File: config.mk
export PLATFORM = sky130hd
export DESIGN_NAME = spi_responder_flat
export DESIGN_NICKNAME = d
export VERILOG_FILES = /design/src/rtl/spi_pkg.sv /design/src/rtl/spi_responder_if.sv /design/src/rtl/spi_sync_edge.sv /design/src/rtl/spi_responder.sv /design/src/flat_wrapper.sv
export SDC_FILE = /design/constraint.sdc
export NUM_CORES = 1
export LEC_CHECK = 0
export CORE_ASPECT_RATIO = 0.6
export CORE_MARGIN = 1.5
export CORE_UTILIZATION = 58
export CTS_CLUSTER_DIAMETER = 40
export DETAILED_ROUTE_END_ITERATION = 12
export HOLD_SLACK_MARGIN = 0.08
export PLACE_DENSITY = 0.84
export SYNTH_ARGS = -nofsm -noshare
export SYNTH_HDL_FRONTEND = slang
export SYNTH_SLANG_ARGS = --single-unit
File: constraint.sdc
create_clock -name clk -period 3.6 [get_ports clk]
set_input_delay 0.36 -clock clk [delete_from_list [all_inputs] [get_ports clk]]
set_output_delay 0.36 -clock clk [all_outputs]
set_load 0.05 [all_outputs]
File: src/rtl/spi_pkg.sv
// Shared types and constants for the SPI responder: frame geometry, FSM states, R/W encoding.
package spi_pkg;

  typedef enum logic [1:0] {
    IDLE,
    CMD,
    DATA,
    HOLD
  } state_e;

  localparam int unsigned CMD_BITS   = 8;
  localparam int unsigned FRAME_BITS = 16;
  localparam logic        RW_READ    = 1'b1;

endpackage

File: src/rtl/spi_responder_if.sv
// SPI pins plus the local register-file strobe bus of the responder.
interface spi_responder_if;

  logic       CS;
  logic       SPC;
  logic       SDI;
  logic       SDO;
  logic       sdo_oe;
  logic [6:0] reg_addr;
  logic       reg_rd;
  logic [7:0] reg_rdata;
  logic       reg_wr;
  logic [7:0] reg_wdata;
  logic       busy;

  modport slave (
    input  CS, SPC, SDI, reg_rdata,
    output SDO, sdo_oe, reg_addr, reg_rd, reg_wr, reg_wdata, busy
  );

  modport master (
    output CS, SPC, SDI, reg_rdata,
    input  SDO, sdo_oe, reg_addr, reg_rd, reg_wr, reg_wdata, busy
  );

endinterface

File: src/rtl/spi_sync_edge.sv
// Multi-flop input synchroniser with rise/fall pulses taken from the last synchronised stage.
module spi_sync_edge #(
  parameter int unsigned SYNC_STAGES = 2,
  parameter logic        RESET_VAL   = 1'b1
) (
  input  logic clk_i,
  input  logic rst_ni,
  input  logic d_i,
  output logic q_o,
  output logic rise_o,
  output logic fall_o
);

  logic [SYNC_STAGES-1:0] sync_q, sync_d;
  logic                   prev_q, prev_d;

  always_comb begin
    sync_d = {sync_q[SYNC_STAGES-2:0], d_i};
    prev_d = sync_q[SYNC_STAGES-1];
  end

  always_ff @(posedge clk_i or negedge rst_ni) begin
    if (!rst_ni) begin
      sync_q <= {SYNC_STAGES{RESET_VAL}};
      prev_q <= RESET_VAL;
    end else begin
      sync_q <= sync_d;
      prev_q <= prev_d;
    end
  end

  assign q_o    = sync_q[SYNC_STAGES-1];
  assign rise_o = q_o & ~prev_q;
  assign fall_o = ~q_o & prev_q;

endmodule

File: src/rtl/spi_responder.sv
// Mode-3 SPI target that decodes 16-bit frames into register read/write strobes.
// Optional burst continuation with address auto-increment: SPI_RESPONDER_AUTO_INC_EN.
module spi_responder
  import spi_pkg::*;
#(
  parameter int unsigned SYNC_STAGES = 2,
  parameter logic        SDO_IDLE    = 1'b1
) (
  input  logic            clk,
  input  logic            reset,
  spi_responder_if.slave  bus
);

  localparam logic [4:0] CmdLast   = 5'(CMD_BITS - 1);
  localparam logic [4:0] CmdBits   = 5'(CMD_BITS);
  localparam logic [4:0] FrameLast = 5'(FRAME_BITS - 1);
  localparam logic [4:0] FrameBits = 5'(FRAME_BITS);

  logic spc_s, spc_rise, spc_fall;
  logic cs_s, cs_rise, cs_fall;
  logic sdi_s, sdi_rise, sdi_fall;

  spi_sync_edge #(.SYNC_STAGES(SYNC_STAGES), .RESET_VAL(1'b1)) u_sync_spc (
    .clk_i  (clk),
    .rst_ni (reset),
    .d_i    (bus.SPC),
    .q_o    (spc_s),
    .rise_o (spc_rise),
    .fall_o (spc_fall)
  );

  // Resetting low means a CS already held low across reset is not seen as a new frame start.
  spi_sync_edge #(.SYNC_STAGES(SYNC_STAGES), .RESET_VAL(1'b0)) u_sync_cs (
    .clk_i  (clk),
    .rst_ni (reset),
    .d_i    (bus.CS),
    .q_o    (cs_s),
    .rise_o (cs_rise),
    .fall_o (cs_fall)
  );

  spi_sync_edge #(.SYNC_STAGES(SYNC_STAGES), .RESET_VAL(1'b0)) u_sync_sdi (
    .clk_i  (clk),
    .rst_ni (reset),
    .d_i    (bus.SDI),
    .q_o    (sdi_s),
    .rise_o (sdi_rise),
    .fall_o (sdi_fall)
  );

  state_e     state_q, state_d;
  logic [4:0] bit_cnt_q, bit_cnt_d;
  logic [7:0] cmd_sr_q, cmd_sr_d;
  logic [7:0] rx_sr_q, rx_sr_d;
  logic [7:0] tx_sr_q, tx_sr_d;
  logic [6:0] reg_addr_q, reg_addr_d;
  logic [7:0] reg_wdata_q, reg_wdata_d;
  logic       reg_rd_q, reg_rd_d;
  logic       reg_wr_q, reg_wr_d;
  logic       load_q, load_d;
  logic       rw_q, rw_d;
  logic       sdo_oe_q, sdo_oe_d;
  logic       busy_q, busy_d;
  logic [7:0] cmd_next, rx_next;
`ifdef SPI_RESPONDER_AUTO_INC_EN
  logic       inc_pend_q, inc_pend_d;
`endif

  logic unused_sigs;
  assign unused_sigs = ^{spc_s, cs_s, sdi_rise, sdi_fall, cmd_sr_q[7], rx_sr_q[7]};

  always_comb begin
    state_d     = state_q;
    bit_cnt_d   = bit_cnt_q;
    cmd_sr_d    = cmd_sr_q;
    rx_sr_d     = rx_sr_q;
    tx_sr_d     = tx_sr_q;
    reg_addr_d  = reg_addr_q;
    reg_wdata_d = reg_wdata_q;
    reg_rd_d    = 1'b0;
    reg_wr_d    = 1'b0;
    load_d      = reg_rd_q;
    rw_d        = rw_q;
    sdo_oe_d    = sdo_oe_q;
    busy_d      = busy_q;
    cmd_next    = {cmd_sr_q[6:0], sdi_s};
    rx_next     = {rx_sr_q[6:0], sdi_s};
`ifdef SPI_RESPONDER_AUTO_INC_EN
    inc_pend_d  = 1'b0;
    if (inc_pend_q) begin
      reg_addr_d = reg_addr_q + 7'd1;
    end
`endif

    unique case (state_q)
      IDLE: begin
        if (cs_fall) begin
          state_d   = CMD;
          bit_cnt_d = '0;
          busy_d    = 1'b1;
        end
      end
      CMD: begin
        if (spc_rise) begin
          cmd_sr_d  = cmd_next;
          bit_cnt_d = bit_cnt_q + 5'd1;
          if (bit_cnt_q == CmdLast) begin
            reg_addr_d = cmd_next[6:0];
            rw_d       = cmd_next[7];
            reg_rd_d   = (cmd_next[7] == RW_READ);
            state_d    = DATA;
          end
        end
      end
      DATA: begin
        // The fall right after the 8th rise precedes the first data bit and must not shift.
        if (load_q) begin
          tx_sr_d  = bus.reg_rdata;
          sdo_oe_d = 1'b1;
        end else if (spc_fall && rw_q == RW_READ && bit_cnt_q > CmdBits) begin
          tx_sr_d = {tx_sr_q[6:0], 1'b0};
        end
        if (spc_rise) begin
          if (bit_cnt_q < FrameBits) begin
            bit_cnt_d = bit_cnt_q + 5'd1;
          end
          if (rw_q != RW_READ) begin
            rx_sr_d = rx_next;
          end
          if (bit_cnt_q == FrameLast) begin
            if (rw_q != RW_READ) begin
              reg_wr_d    = 1'b1;
              reg_wdata_d = rx_next;
            end
`ifdef SPI_RESPONDER_AUTO_INC_EN
            bit_cnt_d = CmdBits;
            if (rw_q == RW_READ) begin
              reg_addr_d = reg_addr_q + 7'd1;
              reg_rd_d   = 1'b1;
            end else begin
              inc_pend_d = 1'b1;
            end
`else
            state_d  = HOLD;
            sdo_oe_d = 1'b0;
`endif
          end
        end
      end
      HOLD: begin
      end
      default: state_d = IDLE;
    endcase

    if (cs_rise) begin
      state_d  = IDLE;
      busy_d   = 1'b0;
      sdo_oe_d = 1'b0;
      reg_rd_d = 1'b0;
      reg_wr_d = 1'b0;
      load_d   = 1'b0;
    end
  end

  always_ff @(posedge clk or negedge reset) begin
    if (!reset) begin
      state_q     <= IDLE;
      bit_cnt_q   <= '0;
      cmd_sr_q    <= '0;
      rx_sr_q     <= '0;
      tx_sr_q     <= '0;
      reg_addr_q  <= '0;
      reg_wdata_q <= '0;
      reg_rd_q    <= 1'b0;
      reg_wr_q    <= 1'b0;
      load_q      <= 1'b0;
      rw_q        <= 1'b0;
      sdo_oe_q    <= 1'b0;
      busy_q      <= 1'b0;
    end else begin
      state_q     <= state_d;
      bit_cnt_q   <= bit_cnt_d;
      cmd_sr_q    <= cmd_sr_d;
      rx_sr_q     <= rx_sr_d;
      tx_sr_q     <= tx_sr_d;
      reg_addr_q  <= reg_addr_d;
      reg_wdata_q <= reg_wdata_d;
      reg_rd_q    <= reg_rd_d;
      reg_wr_q    <= reg_wr_d;
      load_q      <= load_d;
      rw_q        <= rw_d;
      sdo_oe_q    <= sdo_oe_d;
      busy_q      <= busy_d;
    end
  end

`ifdef SPI_RESPONDER_AUTO_INC_EN
  always_ff @(posedge clk or negedge reset) begin
    if (!reset) begin
      inc_pend_q <= 1'b0;
    end else begin
      inc_pend_q <= inc_pend_d;
    end
  end
`endif

  assign bus.SDO       = sdo_oe_q ? tx_sr_q[7] : SDO_IDLE;
  assign bus.sdo_oe    = sdo_oe_q;
  assign bus.reg_addr  = reg_addr_q;
  assign bus.reg_rd    = reg_rd_q;
  assign bus.reg_wr    = reg_wr_q;
  assign bus.reg_wdata = reg_wdata_q;
  assign bus.busy      = busy_q;

endmodule
File: src/flat_wrapper.sv
// flat-port wrapper written by rule: the top's interface ports become plain ports
module spi_responder_flat import spi_pkg::*;
#(
  parameter int unsigned SYNC_STAGES = 2,
  parameter logic        SDO_IDLE    = 1'b1
)
  (clk, reset, bus_CS, bus_SPC, bus_SDI, bus_reg_rdata, bus_SDO, bus_sdo_oe, bus_reg_addr, bus_reg_rd, bus_reg_wr, bus_reg_wdata, bus_busy);
  spi_responder_if bus_i ();
  input  logic clk;
  input  logic reset;
  input wire logic [$bits(bus_i.CS)-1:0] bus_CS;
  input wire logic [$bits(bus_i.SPC)-1:0] bus_SPC;
  input wire logic [$bits(bus_i.SDI)-1:0] bus_SDI;
  input wire logic [$bits(bus_i.reg_rdata)-1:0] bus_reg_rdata;
  output wire logic [$bits(bus_i.SDO)-1:0] bus_SDO;
  output wire logic [$bits(bus_i.sdo_oe)-1:0] bus_sdo_oe;
  output wire logic [$bits(bus_i.reg_addr)-1:0] bus_reg_addr;
  output wire logic [$bits(bus_i.reg_rd)-1:0] bus_reg_rd;
  output wire logic [$bits(bus_i.reg_wr)-1:0] bus_reg_wr;
  output wire logic [$bits(bus_i.reg_wdata)-1:0] bus_reg_wdata;
  output wire logic [$bits(bus_i.busy)-1:0] bus_busy;
  assign bus_i.CS = bus_CS;
  assign bus_i.SPC = bus_SPC;
  assign bus_i.SDI = bus_SDI;
  assign bus_i.reg_rdata = bus_reg_rdata;
  assign bus_SDO = bus_i.SDO;
  assign bus_sdo_oe = bus_i.sdo_oe;
  assign bus_reg_addr = bus_i.reg_addr;
  assign bus_reg_rd = bus_i.reg_rd;
  assign bus_reg_wr = bus_i.reg_wr;
  assign bus_reg_wdata = bus_i.reg_wdata;
  assign bus_busy = bus_i.busy;
  spi_responder #(.SYNC_STAGES(SYNC_STAGES), .SDO_IDLE(SDO_IDLE)) u_core (.clk(clk), .reset(reset), .bus(bus_i));
endmodule
Word-level counts from Yosys, hierarchy flattened
Index checks and enable logic that the tools add are counted.

word-level totals
  output and inout port bits = 20
  flip-flop bits (word level) = 58

cells by class
  muxes and demuxes = 33
  bitwise logic cells = 9
  add/subtract/negate cells = 1
  eq/ne operators = 13
  magnitude comparators = 2
  reduce and logical (&&, ||, !) cells = 17

operators by type and width
  operator                                                       count
  two-way mux 5 bit                                              4
  two-way mux 1 bit                                              19
  two-way mux 8 bit                                              2
  != test 3 x 1 -> 1 bit, second input constant                  5
  case mux 5 bit (3 select lines)                                1
  two-way mux 2 bit                                              6
  != test 2 x 1 -> 1 bit, second input constant                  4
  nonzero test 2 bit                                             4
  case mux 2 bit (3 select lines)                                1
  AND reduction 2 bit                                            3
  AND reduction 3 bit                                            2
  AND reduction 6 bit                                            1
  adder 5 x 1 -> 5 bit, second input constant                    1
  equality test 5 x 3 -> 1 bit, second input constant            1
  equality test 5 x 4 -> 1 bit, second input constant            1
  greater-than comparator 5 x 4 -> 1 bit, second input constant  1
  < comparator 5 bit, second input constant                      1
  NOT 1 bit                                                      5
  AND reduction 5 bit                                            1
  bitwise AND 1 bit                                              4
  AND reduction 4 bit                                            1
  nonzero test 4 bit                                             1
  nonzero test 3 bit                                             1
  equality test 2 x 1 -> 1 bit, second input constant            1
  other kinds (3)                                                4

Logic depth before layout (Yosys ltp)
Gate-level depths: netlist (run 1).

  depth in word-level cells = 6
  mapped depth = 7
  gate-level depth less buffers = 7

By module
From an unflattened synthesis (run 1), not the netlist that was laid out.

second synthesis, totals
  cell total of the unflattened synthesis = 206
  area total of the unflattened synthesis = 2,476.1 um^2

modules (own cells, without submodules)
  module                                area an instance (um^2)  cells each  times used
  spi_responder                         2,202.1                  191         1
  spi_sync_edge (u_core.u_sync_cs ...)  90.1                     5           2
  spi_sync_edge (u_core.u_sync_spc)     93.8                     5           1

Least setup slack after synthesis (run 1)
No wires, ideal clock.

  path type = register to register
  from = register u_core.bit_cnt_q[0]
  to = register u_core.state_q[1]
  setup slack = 1,676 ps
  data required time = 3,526 ps
  stages on the path, launching flop included = 7
  buffers on the path = 0
  library setup time = 74 ps
  arrival = 1,850 ps
  cell sequence = dfrtp_1 ha_1 nand2_1 or4_1 a22o_1 or3_1 a21oi_2

on the way
  word-level cells in the longest chain between the ends = 3
  elaborated cells on any way between the ends = 5
  classes of those cells = eq/ne: 4; reduce/logical: 1

RTL lines
  element                                                                       RTL line                                    RTL
  start: declaration                                                            spi_responder.sv:52                         logic [4:0] bit_cnt_q, bit_cnt_d;
  start signal: assignment                                                      spi_responder.sv:182                        bit_cnt_q <= bit_cnt_d;
  equality test 5 x 4 -> 1 bit or equality test 5 x 3 -> 1 bit (tied branches)  spi_responder.sv:130, spi_responder.sv:107
  != test 3 x 1 -> 1 bit (no source line)                                       -
  AND reduction 6 bit (no source line) (*)                                      -
  end signal: assignment                                                        spi_responder.sv:181                        state_q <= state_d;
  end: declaration                                                              spi_responder.sv:51                         state_e state_q, state_d;

Mark *: on every way between the ends. The rest lies on a longest branch, timed or not.
A chain may end at the register's enable or synchronous reset.

Worst setup path after layout (run 1)
  from = register u_core.state_q[0]
  to = register u_core.reg_wdata_q[6] (netlist: u_core.bus.reg_wdata[6])

on the way
  word-level cells in the longest chain between the ends = 2

RTL lines
  element                               RTL line              RTL
  equality test 2 bit                   spi_responder.sv:95   unique case (state_q)
  AND reduction 4 bit (no source line)  -
  end signal: assignment                spi_responder.sv:187  reg_wdata_q <= reg_wdata_d;
  end: declaration                      spi_responder.sv:57   logic [7:0] reg_wdata_q, reg_wdata_d;

Every way passes these cells.

==> results of run 1 <==
[metrics by stage]
step / setup slack, ns / hold WS [ns] / std cells / total power [mW] / cell area [um^2]
after global placement: 1.31 / 0.331 / 270 / 1.03 / 2840
after global routing: 1.02 / 0.355 / 287 / 1.87 / 3090
after detailed placement: 1.25 / 0.339 / 270 / 1.05 / 2840
after floorplan: 1.68 / 0.0644 / 181 / 0.958 / 2460
after CTS: 1.23 / 0.353 / 287 / 1.80 / 3090
final: 1.20 / 0.349 / 287 / 1.78 / 3090
[final cells by class]
cell class	instances	area, um^2	share of cell area (%)
Sequential cell	58	1460	47.1
Multi-Input combinational cell	109	946	30.6
Timing Repair Buffer	34	333	10.8
Clock buffer	12	145	4.70
Clock inverter	4	98.8	3.20
Tap cell	60	75.1	2.43
Inverter	10	37.5	1.21
[logic make-up after synthesis]
kind of cell,share of synthesized area (%)
DFF,59.2
buffers and inverters,2.24
adders and majority gates,5.60
and+or+nand+nor,7.13
muxes,20.2
AOI/OAI and AO/OA,5.60
[layout by cell type, fill, tap and decap left out, types with 2 or more instances in the layout]
| cell | netlist | final |
|---|---|---|
| nand2b_1 | 4 | 4 |
| clkbuf_1 | 2 | 2 |
| ha_1 | 11 | 11 |
| o21ai_0 | 8 | 8 |
| a21oi_1 | 5 | 5 |
| mux2_2 | 44 | 44 |
| inv_1 | 10 | 10 |
| nor2_1 | 4 | 4 |
| clkbuf_8 | 0 | 10 |
| bufinv_16 | 0 | 3 |
| o31ai_1 | 2 | 2 |
| dfstp_2 | 3 | 3 |
| clkdlybuf4s50_1 | 0 | 31 |
| dfrtp_1 | 55 | 55 |
| nor2b_1 | 2 | 2 |
| or4_1 | 2 | 2 |
| nand2_1 | 11 | 11 |
[sequential cells by signal (all words and copies together) (netlist names), 5 cells and up]
| signal | count |
|---|---|
| u_core.bit_cnt_q | 5 |
| u_core.bus.reg_addr | 7 |
| u_core.bus.reg_wdata | 8 |
| u_core.cmd_sr_q | 7 |
| u_core.rx_sr_q | 7 |
| u_core.tx_sr_q | 8 |
[critical path: cells and delay by family (launching register included)]
kind,cells,cell delay (ns)
and+or+nand+nor,2,1.02
buffers and inverters,1,0.13
adders and majority gates,1,0.33
muxes,1,0.38
DFF,1,0.42
[worst max path at each step]
stage	endpoint	startpoint	cells after the start
2_1_floorplan	u_core.state_q[1]	u_core.bit_cnt_q[0]	6
3_3_place_gp	u_core.bus.reg_wdata[2]	u_core.state_q[0]	5
3_5_place_dp	u_core.bus.reg_wdata[6]	u_core.state_q[0]	5
4_1_cts	u_core.bus.reg_wdata[6]	u_core.state_q[0]	5
5_1_grt	u_core.bus.reg_wdata[7]	u_core.state_q[0]	5
6_report	u_core.bus.reg_wdata[6]	u_core.state_q[0]	5
[routing by layer]
layer,vias to the layer above,GRT usage [%],wire [um]
li1,717,-,-
met4,0,10.8,38
met1,752,28.3,2040
met5,-,0,0
met3,4,9.05,256
met2,50,34.0,2070
[power breakdown]
group | internal, mW | switching (mW) | leakage (nW)
logic | 0.122 | 0.155 | 0.569
clock network | 0.481 | 0.252 | 0.121
registers | 0.719 | 0.0559 | 0.775
[repair_timing]
item                       in CTS  in global routing
setup endpoints to repair       0                  0
hold endpoints to repair       27                  0
hold buffers                    1                  0
==> qor.txt, run 1 <==
Tot GR Track Use: 22.4%
# fillers: 251
Core Region: 4080 um^2
Worst R2R End: u_core.bus.reg_wdata[6]
fmax: 0.416 GHz
flop2flop setup slack: 1.20 ns
DR WL/cell: 15.4 um
WP data arrival: 2.62 ns
die area: 4650 um^2
R2R depth: 5
total CTS buffers: 9
Main synth FF type: dfrtp_1
WHS Endpoint: u_core.u_sync_sdi.sync_q[1]
hpwl dp: 2990 um
CP Data Required Time: 3.81 ns
Max-Slew Margin vs Limit: 55.9%
ant diodes: 0
worst-skew pair later-pin latency: 0.33 ns
crit path max fanout: 9
status: finished, final reports clean
Worst Hold Class: reg2reg
post_cts resized: 0
CTS tree: done
Commonest cells post-synth: dfrtp_1, mux2_2, ha_1, nand2_1, inv_1
layout cell share with drive strength beyond 1: 29.1%
PD cells: 577 nW/um^2
async set-reset flop share out of synthesis: 100%
Port Buf Inserts: 32
clk buf depth: 2
first-pass GRT wire length: 7360 um
Worst Setup Start Kind: register
die height: 53.4 um
area delta synth->final: 25.8%
clock sink count: 58
RSZ-0062 raised after global routing: no
Worst setup EP type: register
Avg Inst Size Synth: 13.6 um^2
Synth cell types: 31
num rows: 18
Mapped Area: 2460 um^2
most common cell in the netlist: dfrtp_1
critical path type: reg2reg
Die Width: 87.0 um
CP max stage cell: nor3b_2
flops & latches, synth: 58
nets@finish: 246
DR vias: 1523
antenna violations before repair: 0
Routed WL: 4410 um
Max stage delay on crit path: 0.61 ns
total leakage power: 1.46 nW
hold path cells: 0
Fin Setup TNS: 0 ns
worst r2r src: u_core.state_q[0]
global route overflow: 0
number of enable flip-flop cells after synthesis: 0
actual slew at the worst max-slew pin: 0.658 ns
sequential fraction of the synthesis area: 59.2%
initial DRC count: 114
Fin. Hold Viols: 0
share of Yosys cell area claimed by the top area cell type: 56.0%
vias in the first global route: 1527
DRT antenna net count: 0
DR pass1 iterations: 4
critical-path cell list: inv_1, ha_1, nor3b_2, nand2_1, mux2_2
Post-Synthesis Net Count: 205
Final Max Slew Viols: 0
MaxCap Viol Count: 0
Max Clock Skew: 0.00669 ns
effective utilization at floorplan: 60.3%
crit share post-route: 66.7%
H-Tree Depth: 3
largest net degree at the start of global routing: 31
YS warnings: 0
Final Critical Period: 2.40 ns
io pins: 33
utilization after layout: 75.8%
Root Driver: clkbuf_8
cell taking the most area after synthesis: dfrtp_1
hold path startpoint: u_core.u_sync_sdi.sync_q[0]
gp weighted congestion: 0.795
post-CTS setup buffers: 0
detailed-route DRC error count: 0
Syn Inst Count: 181
Avg Vias per Cell: 5.31
Worst IR Drop VDD: 0.353 mV
Reg clk slew, reported paths: 0.07 ns
top cells by area, synth: dfrtp_1, mux2_2, ha_1
setup violation total in the final timing report: 0
Note: power is estimated with default switching activity, not from simulation.
==> run 2: changes to the inputs <==
Settings changed: CORE_UTILIZATION 58 to 54, PLACE_DENSITY 0.84 to 0.79.
Clock period 3.6 ns to 2.3 ns, I/O delays scaled along.
==> run 2 against run 1 <==
Net effect: cell area is 1.6% lower; sequential share of layout area is 0.77 points higher; non-clock buffer count is 3 higher; clock skew is 0.0025 ns higher; cell count is 1.0% higher; critical path type unchanged; critical endpoint is now u_core.state_q[1]; largest cell class unchanged.
==> qor.txt, run 2 (same netlist as run 1, synthesis figures left out) <==
status: finished, final reports clean
Worst Setup Start Kind: register
total CTS buffers: 9 (unchanged)
hold path startpoint: bus_SPC
most frequent cells in the layout: dfrtp_1, mux2_2, clkdlybuf4s50_1, nand2_1, ha_1
Reg clk slew, reported paths: 0.06 ns (about the same)
Max Clock Skew: 0.00921 ns (+0.00252 ns)
Tot GR Track Use: 20.8% (-1.6 points)
antenna violations before repair: 0 (unchanged)
CP Data Required Time: 2.55 ns (-1.26 ns)
DR pass1 iterations: 5 (+1)
Max Used Layer: met4
Avg Vias per Cell: 5.39 (+1.6%)
Die Width: 90.1 um (+3.5%)
Worst IR Drop VDD: 0.816 mV (+130%)
global route overflow: 0 (unchanged)
Met2 Routed Length: 2220 um (+7.1%)
detailed-route DRC error count: 0 (unchanged)
gp weighted congestion: 0.845 (+6.3%)
flop2flop setup slack: 0.15 ns (-1.05 ns)
post-CTS setup buffers: 0 (unchanged)
Worst Hold Class: in2reg
vias in the first global route: 1687 (+10%)
MaxCap Viol Count: 0 (unchanged)
fmax: 0.465 GHz (+12%)
CTS tree: done
initial DRC count: 109 (-4.4%)
ant diodes: 0 (unchanged)
Max-Slew Margin vs Limit: 53.6% (-2.3 points)
Fin. Hold Viols: 0 (unchanged)
worst r2r src: u_core.bit_cnt_q[1]
most common cell after layout, fill and taps aside: dfrtp_1
CP Launch Point: u_core.bit_cnt_q[1]
num rows: 18 (unchanged)
RSZ-0062 raised after global routing: no
hpwl dp: 3140 um (+5.0%)
die height: 55.2 um (+3.4%)
area delta synth->final: 23.8%
largest net degree at the start of global routing: 59 (+90%)
crit share post-route: 93.5% (+27 points)
die area: 4980 um^2 (+7.1%)
layout cell share with drive strength beyond 1: 30.4% (+1.4 points)
Routed WL: 4570 um (+3.7%)
Root Driver: clkbuf_8
actual slew at the worst max-slew pin: 0.696 ns (+0.0382 ns)
DRT antenna net count: 0 (unchanged)
met1 wire length: 1990 um (-2.6%)
crit path max fanout: 4 (-5)
clk buf depth: 2 (unchanged)
Core Region: 4230 um^2 (+3.9%)
Fin Setup TNS: 0 ns (unchanged)
setup violation total in the final timing report: 0 (unchanged)
PD cells: 804 nW/um^2 (+39%)
total leakage power: 1.44 nW (-1.5%)
DR WL/cell: 15.8 um (+2.6%)
Port Buf Inserts: 32 (unchanged)
utilization after layout: 71.8% (-4.0 points)
Worst setup EP type: register
CTS Hold Buffers Added: 1 (unchanged)
Final Max Slew Viols: 0 (unchanged)
io pins: 33 (unchanged)
H-Tree Depth: 3 (unchanged)
# fillers: 287 (+14%)
WP data arrival: 2.40 ns (-0.22 ns)
first-pass GRT wire length: 7940 um (+8.0%)
DR vias: 1563 (+2.6%)
Final Critical Period: 2.15 ns (-0.250 ns)
post_cts resized: 0 (unchanged)
nets@finish: 249 (+1.2%)
met3 WL post-DR: 268 um (+4.7%)
effective utilization at floorplan: 58.0% (-2.2 points)
worst-skew pair later-pin latency: 0.32 ns (about the same)
critical path type: reg2reg
clock sink count: 58 (unchanged)
-- run 2: changes by cell type in the layout (fill, tap and decap cells not counted), sizes merged --
cell,delta
buf,+3
bufinv,-3
clkinv,+2
clkinvlp,+2
clkbuf,-1
-- run 2: area by class of cell --
type                    instances  area [um^2]  share of cell area (%)
multi-input cells             109          946                    31.1
flip-flops and latches         58         1460                    47.9
well taps                      60         75.1                    2.47
inverters                      10         37.5                    1.23
repair buffers                 37          355                    11.7
clock buffers                  11          141                    4.65
clock inverters                 5         30.0                   0.988
-- run 2: path summary, 6_finish.rpt --
check	to	cells after the start
setup / recovery	u_core.state_q[1]	6
setup reg to reg	u_core.state_q[1]	6
hold / removal	u_core.u_sync_spc.sync_q[0]	1
min in group asynchronous	u_core.bus.reg_addr[3]	3
max in group asynchronous	u_core.bit_cnt_q[2]	3
hold reg to reg	u_core.u_sync_sdi.sync_q[1]	0
-- run 2: stage by stage --
step / hold WS, ns / setup slack (ns) / instances / power, mW / area, um^2
detailed placement: 0.339 / 0.214 / 273 / 1.66 / 2860
global placement: 0.333 / 0.323 / 273 / 1.61 / 2860
global route: 0.299 / 0.0691 / 290 / 2.58 / 3040
floorplan: -0.0656 / 0.376 / 181 / 1.50 / 2460
CTS: 0.310 / 0.189 / 290 / 2.47 / 3040
finish: 0.321 / 0.149 / 290 / 2.44 / 3040
-- run 2: report_power, final --
| part | switching, mW | internal, mW | leakage, nW | total, mW |
|---|---|---|---|---|
| combinational | 0.249 | 0.194 | 0.583 | 0.443 |
| clock | 0.376 | 0.414 | 0.0851 | 0.790 |
| sequential | 0.0859 | 1.13 | 0.775 | 1.21 |
-- run 2: per-layer routing --
layer | GRT usage (%) | vias to the layer above
li1 | - | 719
met1 | 24.7 | 777
met2 | 33.4 | 54
met3 | 7.30 | 13
met4 | 11.6 | 0
met5 | 0 | -
-- run 2: critical path: stages, from the launching register on --
cell	delay, ns
dfrtp_1	0.41
ha_1	0.25
nand2_1	0.10
or4_1	0.48
a22o_1	0.29
or3_1	0.42
a21oi_2	0.14
